===== config.mk =====
export PLATFORM = sky130hd
export DESIGN_NAME = fifo_write_driver_flat
export DESIGN_NICKNAME = d
export VERILOG_FILES = /design/src/rtl/fifo_drv_pkg.sv /design/src/rtl/fifo_write_driver_if.sv /design/src/rtl/fifo_write_driver_tick_gen.sv /design/src/rtl/fifo_write_driver.sv /design/src/flat_wrapper.sv
export SDC_FILE = /design/constraint.sdc
export NUM_CORES = 1
export LEC_CHECK = 0
export ABC_CLOCK_PERIOD_IN_PS = 2500
export BUFFER_PORTS_ARGS = -buffer_cell sky130_fd_sc_hd__buf_2
export CELL_PAD_IN_SITES_DETAIL_PLACEMENT = 1
export CELL_PAD_IN_SITES_GLOBAL_PLACEMENT = 2
export CORE_MARGIN = 4
export CORE_UTILIZATION = 33
export CTS_CLUSTER_SIZE = 10
export DETAILED_ROUTE_END_ITERATION = 6
export GPL_ROUTABILITY_DRIVEN = 1
export PLACE_DENSITY_LB_ADDON = 0.1
export SYNTH_ARGS = -nofsm -noshare
export SYNTH_HDL_FRONTEND = slang
export SYNTH_HIERARCHICAL = 1
export SYNTH_SLANG_ARGS = --single-unit

===== constraint.sdc =====
create_clock -name CLOCK_50 -period 2.5 [get_ports CLOCK_50]
set_clock_uncertainty 0.15 [all_clocks]
set_input_delay 0.375 -clock CLOCK_50 [delete_from_list [all_inputs] [get_ports CLOCK_50]]
set_output_delay 0.375 -clock CLOCK_50 [all_outputs]
set_load 0.02 [all_outputs]

===== src/rtl/fifo_drv_pkg.sv =====
// fifo_drv_pkg: shared types and widths for the FIFO write driver and its interface
// Contents: state_t (IDLE/WRITE/GAP), DATA_W (write data width), PTR_W (write pointer width)
package fifo_drv_pkg;
    localparam int DATA_W = 16;
    localparam int PTR_W = 5;
    typedef enum logic [1:0] {IDLE, WRITE, GAP} state_t;
endpackage


===== src/rtl/fifo_write_driver_if.sv =====
// fifo_write_driver_if: FIFO write-port bundle between the pattern driver and the FIFO
// Signals: wr_en (write strobe), wr_data (write word), full (FIFO full, CLOCK_50 domain)
// Modports: master = driver side, slave = FIFO side
interface fifo_write_driver_if;
    import fifo_drv_pkg::*;
    logic              wr_en;
    logic [DATA_W-1:0] wr_data;
    logic              full;
    modport master(output wr_en, output wr_data, input full);
    modport slave(input wr_en, input wr_data, output full);
endinterface


===== src/rtl/fifo_write_driver_tick_gen.sv =====
// tick_gen: one-cycle enable tick every DIV clocks, free running from reset
// Ports: CLOCK_50 (clock), rst (sync active-high reset), tick (high when counter is DIV-1)
module tick_gen #(
    parameter int DIV = 50000000
) (
    input  logic CLOCK_50,
    input  logic rst,
    output logic tick
);
    localparam int CW = $clog2(DIV);
    logic [CW-1:0] cnt;
    assign tick = cnt == CW'(DIV - 1);
    always_ff @(posedge CLOCK_50) cnt <= (rst || tick) ? '0 : cnt + CW'(1);
endmodule


===== src/rtl/fifo_write_driver.sv =====
// fifo_write_driver: paced burst writer pushing an incrementing data pattern into a FIFO
// Ports: CLOCK_50 (clock), rst (sync active-high reset), run (level, keep bursting),
//        fifo (master: wr_en, wr_data out; full in), wr_ptr (accepted writes mod 32),
//        busy (in WRITE or GAP), burst_done (pulse with last write of a burst),
//        stall_cnt (ticks lost to full, saturating at 255)
module fifo_write_driver
    import fifo_drv_pkg::*;
#(
    parameter int                DIV       = 50000000,
    parameter int                BURST_LEN = 8,
    parameter int                GAP_TICKS = 4,
    parameter logic [DATA_W-1:0] SEED      = 16'h0001,
    parameter logic [DATA_W-1:0] STEP      = 16'h0001
) (
    input  logic                CLOCK_50,
    input  logic                rst,
    input  logic                run,
    fifo_write_driver_if.master fifo,
    output logic [PTR_W-1:0]    wr_ptr,
    output logic                busy,
    output logic                burst_done,
    output logic [7:0]          stall_cnt
);
    state_t            state;
    logic [DATA_W-1:0] next_data;
    logic [7:0]        words_left;
    logic [7:0]        gap_cnt;
    logic              tick;
    tick_gen #(.DIV(DIV)) u_tick (
        .CLOCK_50(CLOCK_50),
        .rst(rst),
        .tick(tick)
    );
    // run is only looked at in IDLE and at burst/gap exits, so a dropped run
    // still lets the current burst finish, stalls included.
    always_ff @(posedge CLOCK_50) begin
        if (rst) begin
            state        <= IDLE;
            next_data    <= SEED;
            words_left   <= '0;
            gap_cnt      <= '0;
            fifo.wr_en   <= 1'b0;
            fifo.wr_data <= '0;
            wr_ptr       <= '0;
            busy         <= 1'b0;
            burst_done   <= 1'b0;
            stall_cnt    <= '0;
        end else begin
            fifo.wr_en <= 1'b0;
            burst_done <= 1'b0;
            case (state)
                IDLE: if (run) begin
                    state      <= WRITE;
                    busy       <= 1'b1;
                    words_left <= 8'(BURST_LEN);
                end
                WRITE: if (tick && fifo.full) begin
                    stall_cnt <= stall_cnt + 8'(stall_cnt != 8'hFF);
                end else if (tick) begin
                    fifo.wr_en   <= 1'b1;
                    fifo.wr_data <= next_data;
                    next_data    <= next_data + STEP;
                    wr_ptr       <= wr_ptr + PTR_W'(1);
                    words_left   <= words_left - 8'd1;
                    if (words_left == 8'd1) begin
                        burst_done <= 1'b1;
                        if (GAP_TICKS > 0) begin
                            state   <= GAP;
                            gap_cnt <= 8'(GAP_TICKS);
                        end else if (run) begin
                            words_left <= 8'(BURST_LEN);
                        end else begin
                            state <= IDLE;
                            busy  <= 1'b0;
                        end
                    end
                end
                GAP: if (tick) begin
                    gap_cnt <= gap_cnt - 8'd1;
                    if (gap_cnt == 8'd1) begin
                        if (run) begin
                            state      <= WRITE;
                            words_left <= 8'(BURST_LEN);
                        end else begin
                            state <= IDLE;
                            busy  <= 1'b0;
                        end
                    end
                end
                default: begin
                    state <= IDLE;
                    busy  <= 1'b0;
                end
            endcase
        end
    end
endmodule


===== src/flat_wrapper.sv =====
// flat-port wrapper written by rule: the top's interface ports become plain ports
module fifo_write_driver_flat import fifo_drv_pkg::*;
#(
    parameter int                DIV       = 50000000,
    parameter int                BURST_LEN = 8,
    parameter int                GAP_TICKS = 4,
    parameter logic [DATA_W-1:0] SEED      = 16'h0001,
    parameter logic [DATA_W-1:0] STEP      = 16'h0001
)
  (CLOCK_50, rst, run, wr_ptr, busy, burst_done, stall_cnt, fifo_wr_en, fifo_wr_data, fifo_full);
  fifo_write_driver_if fifo_i ();
  input  logic CLOCK_50;
  input  logic rst;
  input  logic run;
  output logic [PTR_W-1:0] wr_ptr;
  output logic busy;
  output logic burst_done;
  output logic [7:0] stall_cnt;
  output wire logic [$bits(fifo_i.wr_en)-1:0] fifo_wr_en;
  output wire logic [$bits(fifo_i.wr_data)-1:0] fifo_wr_data;
  input wire logic [$bits(fifo_i.full)-1:0] fifo_full;
  assign fifo_wr_en = fifo_i.wr_en;
  assign fifo_wr_data = fifo_i.wr_data;
  assign fifo_i.full = fifo_full;
  fifo_write_driver #(.DIV(DIV), .BURST_LEN(BURST_LEN), .GAP_TICKS(GAP_TICKS), .SEED(SEED), .STEP(STEP)) u_core (.CLOCK_50(CLOCK_50), .rst(rst), .run(run), .fifo(fifo_i), .wr_ptr(wr_ptr), .busy(busy), .burst_done(burst_done), .stall_cnt(stall_cnt));
endmodule

# --- After elaboration in Yosys (flattened, before gate mapping) ---
# Index checks and enable logic that the tools add are counted.
classes:
  muxes: 26
  reduce_logical: 13
  eq_ne: 13
  bitwise: 3
  add_sub_neg: 6
op_table:
  columns: ["op", "count"]
  rows:
  - ["2-to-1 mux 8 bit", 9]
  - ["adder 26 x 1 -> 26 bit, second input constant", 1]
  - ["equality test 26 bit, second input constant", 1]
  - ["one-hot mux 8 bit (3 select lines)", 1]
  - ["adder 16 x 1 -> 16 bit, second input constant", 1]
  - ["equality test 8 x 1 -> 1 bit, second input constant", 2]
  - ["one-hot mux 8 bit (2 select lines)", 1]
  - ["subtractor 8 x 1 -> 8 bit, second input constant", 2]
  - ["AND reduction 5 bit", 3]
  - ["2-to-1 mux 2 bit", 6]
  - ["adder 8 x 1 -> 8 bit", 1]
  - ["!= test 2 x 1 -> 1 bit, second input constant", 4]
  - ["!= test 8 bit, second input constant", 1]
  - ["2-to-1 mux 1 bit", 7]
  - ["!= test 2 bit, second input constant", 3]
  - ["one-hot mux 2 bit (3 select lines)", 1]
  - ["AND reduction 6 bit", 1]
  - ["adder 5 x 1 -> 5 bit, second input constant", 1]
  - ["OR reduction 4 bit", 1]
  - ["NOT 1 bit", 3]
  - ["one-hot mux 1 bit (3 select lines)", 1]
  - ["AND reduction 3 bit", 1]
  - ["nonzero test 3 bit", 1]
  - ["OR reduction 3 bit", 1]
  - ["7 further kinds", 7]
totals:
  elab_cells: 72
  ff_bits: 92
  in_bits: 4
  output_inout_bits: 32

# --- Logic depth before layout (Yosys ltp) ---
depth:
  ltp_word: 5
  mapped_depth: 10
  ltp_nobuf: 9

# --- Hierarchy ---
# Netlist, hierarchy kept.
by_module_without_submodules:
  columns: ["module", "cells_each", "seq_area_each_um2", "instances", "area_per_inst_um2"]
  rows:
  - ["fifo_write_driver", 348, 1321.3, 1, 2951.6]
  - ["tick_gen", 142, 520.5, 1, 1261.2]

# --- Worst setup path before layout ---
# Ideal clock, no wire load.
synth_path:
  kind: "reg2reg"
  start: "register u_core.u_tick.cnt[0]"
  end: "register u_core.words_left[5]"
  setup_ns: 0.070
  synth_period_minus_slack_ns: 2.559
  arrival_time_ns: 2.338
  n_path_buf: 1
  stages_incl_launch_ff: 11
  path_slack_ns: -0.059
  t_required_ns: 2.280
  cell_sequence: "dfxtp_1 ha_1 nand3_1 nor2_1 nand4_1 nor2_1 and4bb_2 a21oi_2 buf_2 or4_1 a21oi_1"
synth_via:
  elab_chain_len: 4
  word_cells_on_any_way: 6
  cone_classes: "eq/ne: 4; reduce/logical: 2"
synth_lines:
  columns: ["element", "line", "rtl"]
  rows:
  - ["start: declaration", "fifo_write_driver_tick_gen.sv:11", "logic [CW-1:0] cnt;"]
  - ["start signal: assignment", "fifo_write_driver_tick_gen.sv:13", "always_ff @(posedge CLOCK_50) cnt <= (rst || tick) ? '0 : cnt + CW'(1);"]
  - ["equality test 26 bit *", "fifo_write_driver_tick_gen.sv:12", "assign tick = cnt == CW'(DIV - 1);"]
  - ["via u_core.tick", "fifo_write_driver.sv:28", "logic tick;"]
  - ["logical AND 1 bit", "fifo_write_driver.sv:57", "WRITE: if (tick && fifo.full) begin"]
  - ["!= test 2 bit (no source line)", null, null]
  - ["AND reduction 5 bit (no source line) *", null, null]
  - ["end signal: assignment", "fifo_write_driver.sv:55", "words_left <= 8'(BURST_LEN);"]
  - ["end signal: assignment", "fifo_write_driver.sv:64", "words_left <= words_left - 8'd1;"]
  - ["end signal: assignment", "fifo_write_driver.sv:71", "words_left <= 8'(BURST_LEN);"]
  - ["end: declaration", "fifo_write_driver.sv:26", "logic [7:0] words_left;"]
# Mark *: on every way through the listed nets, which the timed path passes. The rest lies on a longest branch.
# A chain may end at the register's enable or synchronous reset.

# --- Worst setup path in the final report ---
layout_path:
  start: "register u_core.u_tick.cnt[1]"
  end: "register u_core.words_left[5]"
# The elaborated chain is that of the path after synthesis.

==> out/results.ini <==
[cts]
insertion_delay_ns=0.34
cts_tree=built
cts_root_buf=clkbuf_16
clockBufferDepth=2
cts.clk_slew.worst_paths_ns=0.06
h-tree-depth=3
cts.sinks=92
numCtsBuffers=9

[timing]
relSlewSlack_pct=65.24
hold_viol_final=0
setup_tns_ns=0
layout_worst_path_cycle_share_pct=95.74
max_freq_mhz=417.8
rsz0062_at_grt=true
fin_ws_ns=0.1065
fin_crit_ns=2.394
worst_pin_slew_ns=0.5214
report.final.slew_viol_count=0
setup_viol=0

[logic_synthesis]
avgSynthCellArea_sq_um=8.598
synth_cells=490
synth_top_area_cell=dfxtp_1
syn_nets=503
synth_flop_cell=dfxtp_1
synth.top_cell.area_share_pct=43.72
netlist_area_sq_um=4213
async_flop_share_pct=0
synth_cell_types=55
ys_top_cells_by_area=dfxtp_1 (44%), a21oi_1 (5.9%), nand2_1 (5.6%)
yosysMostFrequentCell=dfxtp_1
synth_edf_count=0
yosysWarnings=6
ys_seq_elements=92
netlist_top_cells_count=dfxtp_1 (92), nand2_1 (63), nor2_1 (52)
seq_area_frac_synth_pct=43.72

[detailed_routing]
drc=0
wl_mm=11.13
drtPass1Iterations=4
vias_per_cell=5.119
dr_total_vias=3793
drt-initial-drc-count=174
wl_per_cell_um=15.02
ant_nets=0

[critical_path]
crit_fanout=6
critPathLaunchType=flop
worstRegToRegCells=9
worstSetupPathType=flop to flop
timing.rr.start=u_core/u_tick/cnt[1]$_SDFF_PP0_
crit_required_ns=2.63
cp.arrival_ns=2.52
rrSetupSlack_ns=0.11
critPathCaptureType=flop
reg2reg_to=u_core/words_left[5]$_SDFFE_PP0P_

[power]
clockPowerShare_pct=47.6
p_comb_share_pct=4.7
p_sw_mw=0.6990
p_leak_nw=1.992
pwr_density_cell_nw_per_um2=586.1
ir_drop_mv=0.2460
internal-power_mw=2.449
p_sw_share_pct=22.20
pwr-share-seq_pct=47.7

[layout]
drive_above_1_share_pct=26.19
syn2layout_area_growth_pct=27.50
fillCellCount=1492
diodes=0
fin_cells=741
nets=577
final_util_pct=42.74

[placement]
dpl.hpwl_mm=7.800
dp_slack_ns=-0.1130
finalWeightedCongestion=0.7836
port_buffers=35
dp.cells=717

[worst_hold_path]
holdCritStartpoint=rst
hold_class=input pin to flop
holdPathStages=2
min_to=u_core/u_tick/cnt[6]$_SDFF_PP0_

[floorplanning]
die_area_sq_um=14640
rows=41
io-pin-count=36
initial_core_util_pct=33.52
core_area_sq_um=12570
die_x_um=121.0
die_h_um=121.0

[global_route]
grt_pass1_vias=3815
antenna_found_initial=0
grt_max_degree=30
grt_pass1_wl_mm=18.51
grtUsageTotal_pct=15.54
overflow=0

[flow_run]
drv_cap=0

[outcome]
status=completed

## critical path, cell delays in order, from the launching register on
cell and delay, ns:
dfxtp_2 0.35, ha_4 0.15, nand3_4 0.08, nor2_4 0.12
nand4_1 0.17, nor2_4 0.20, and4bb_2 0.33, a21oi_4 0.10
or4_4 0.53, a21oi_2 0.12
## power by group through the flow
stage | registers [mW] | logic (mW) | clock network, mW
2_1_floorplan | 1.53 | 0.0945 | 0
3_3_place_gp | 1.53 | 0.133 | 0
3_5_place_dp | 1.53 | 0.136 | 0
4_1_cts | 1.50 | 0.137 | 1.55
5_1_grt | 1.50 | 0.166 | 1.61
6_report | 1.50 | 0.147 | 1.50
## through the flow
step / total power [mW] / area, sq um / hold slack, ns
2_1_floorplan: 1.623 / 4215 / 0.2764
3_3_place_gp: 1.665 / 4816 / 0.2905
3_5_place_dp: 1.669 / 4816 / 0.2959
4_1_cts: 3.188 / 5181 / 0.2266
5_1_grt: 3.285 / 5371 / 0.2521
6_report: 3.148 / 5371 / 0.2457
## layout make-up
class | count | area (sq um) | area share (%)
Multi-Input combinational cell | 368 | 2405 | 44.77
Tap cell | 172 | 215.2 | 4.007
Inverter | 11 | 41.29 | 0.7687
Timing Repair Buffer | 82 | 539.3 | 10.04
Sequential cell | 92 | 1844 | 34.33
Clock buffer | 11 | 242.7 | 4.519
Clock inverter | 5 | 83.83 | 1.561
## how the worst max path moves through the flow
stage                                startpoint                           endpoint  slack, ns
2_1_floorplan   u_core/u_tick/cnt[0]$_SDFF_PP0_  u_core/words_left[5]$_SDFFE_PP0P_       0.02
3_3_place_gp   u_core/u_tick/cnt[11]$_SDFF_PP0_  u_core/next_data[14]$_SDFFE_PP0P_     -0.009
3_5_place_dp    u_core/u_tick/cnt[0]$_SDFF_PP0_  u_core/next_data[14]$_SDFFE_PP0P_      -0.11
4_1_cts         u_core/u_tick/cnt[1]$_SDFF_PP0_  u_core/words_left[5]$_SDFFE_PP0P_       0.02
5_1_grt         u_core/u_tick/cnt[1]$_SDFF_PP0_  u_core/words_left[5]$_SDFFE_PP0P_      -0.08
6_report        u_core/u_tick/cnt[1]$_SDFF_PP0_  u_core/words_left[5]$_SDFFE_PP0P_       0.11
## cells by family (layout without fill, tap and decap cells)
kind of cell / after synthesis / count (layout) / share of synthesized area, %
and+or+nand+nor: 232 / 232 / 30.18
adders and majority gates: 9 / 9 / 2.673
muxes: 1 / 1 / 0.2673
xor gates and xnor gates: 32 / 32 / 6.653
AOI/OAI and AO/OA: 93 / 94 / 13.39
DFF: 92 / 92 / 43.72
buffers and inverters: 31 / 109 / 3.118
## state kept, by name, summed over array words and instances (netlist names)
signal	cells
u_core/stall_cnt	8
u_core/next_data	16
u_core/fifo.wr_data	16
u_core/state	2
u_core/wr_ptr	5
u_core/words_left	8
u_core/u_tick/cnt	26
u_core/gap_cnt	8
u_core/fifo.wr_en	1
u_core/burst_done	1
u_core/busy	1
## placed cells by master, fill, tap and decap left out, types with 8 or more instances in the layout
cell / netlist / routed
o31ai_1: 11 / 10
a21oi_1: 50 / 45
buf_4: 1 / 45
inv_1: 11 / 11
xor2_1: 20 / 20
buf_2: 7 / 35
xnor2_1: 12 / 12
nand3_1: 20 / 18
clkbuf_16: 0 / 9
o21ai_0: 13 / 13
ha_1: 9 / 8
nand2_1: 63 / 60
nor2_1: 52 / 48
nand4_1: 20 / 20
dfxtp_1: 92 / 90
## routing by layer
layer | track usage (%) | wire, um
met5 | 0 | 0
met4 | 6.091 | 166
met3 | 2.611 | 279
met2 | 25.15 | 5293
met1 | 20.67 | 5392
## repair_timing
| action | 4_1_cts | 5_1_grt |
|---|---|---|
| buffers inserted | 1 | 6 |
| pin swaps | 3 | 19 |
| hold endpoints to repair | 0 | 0 |
| hold buffers | 0 | 0 |
| resized for setup | 8 | 29 |
| cloned | 0 | 1 |
| setup endpoints to repair | 21 | 46 |
(Power assumes the default switching activity.)
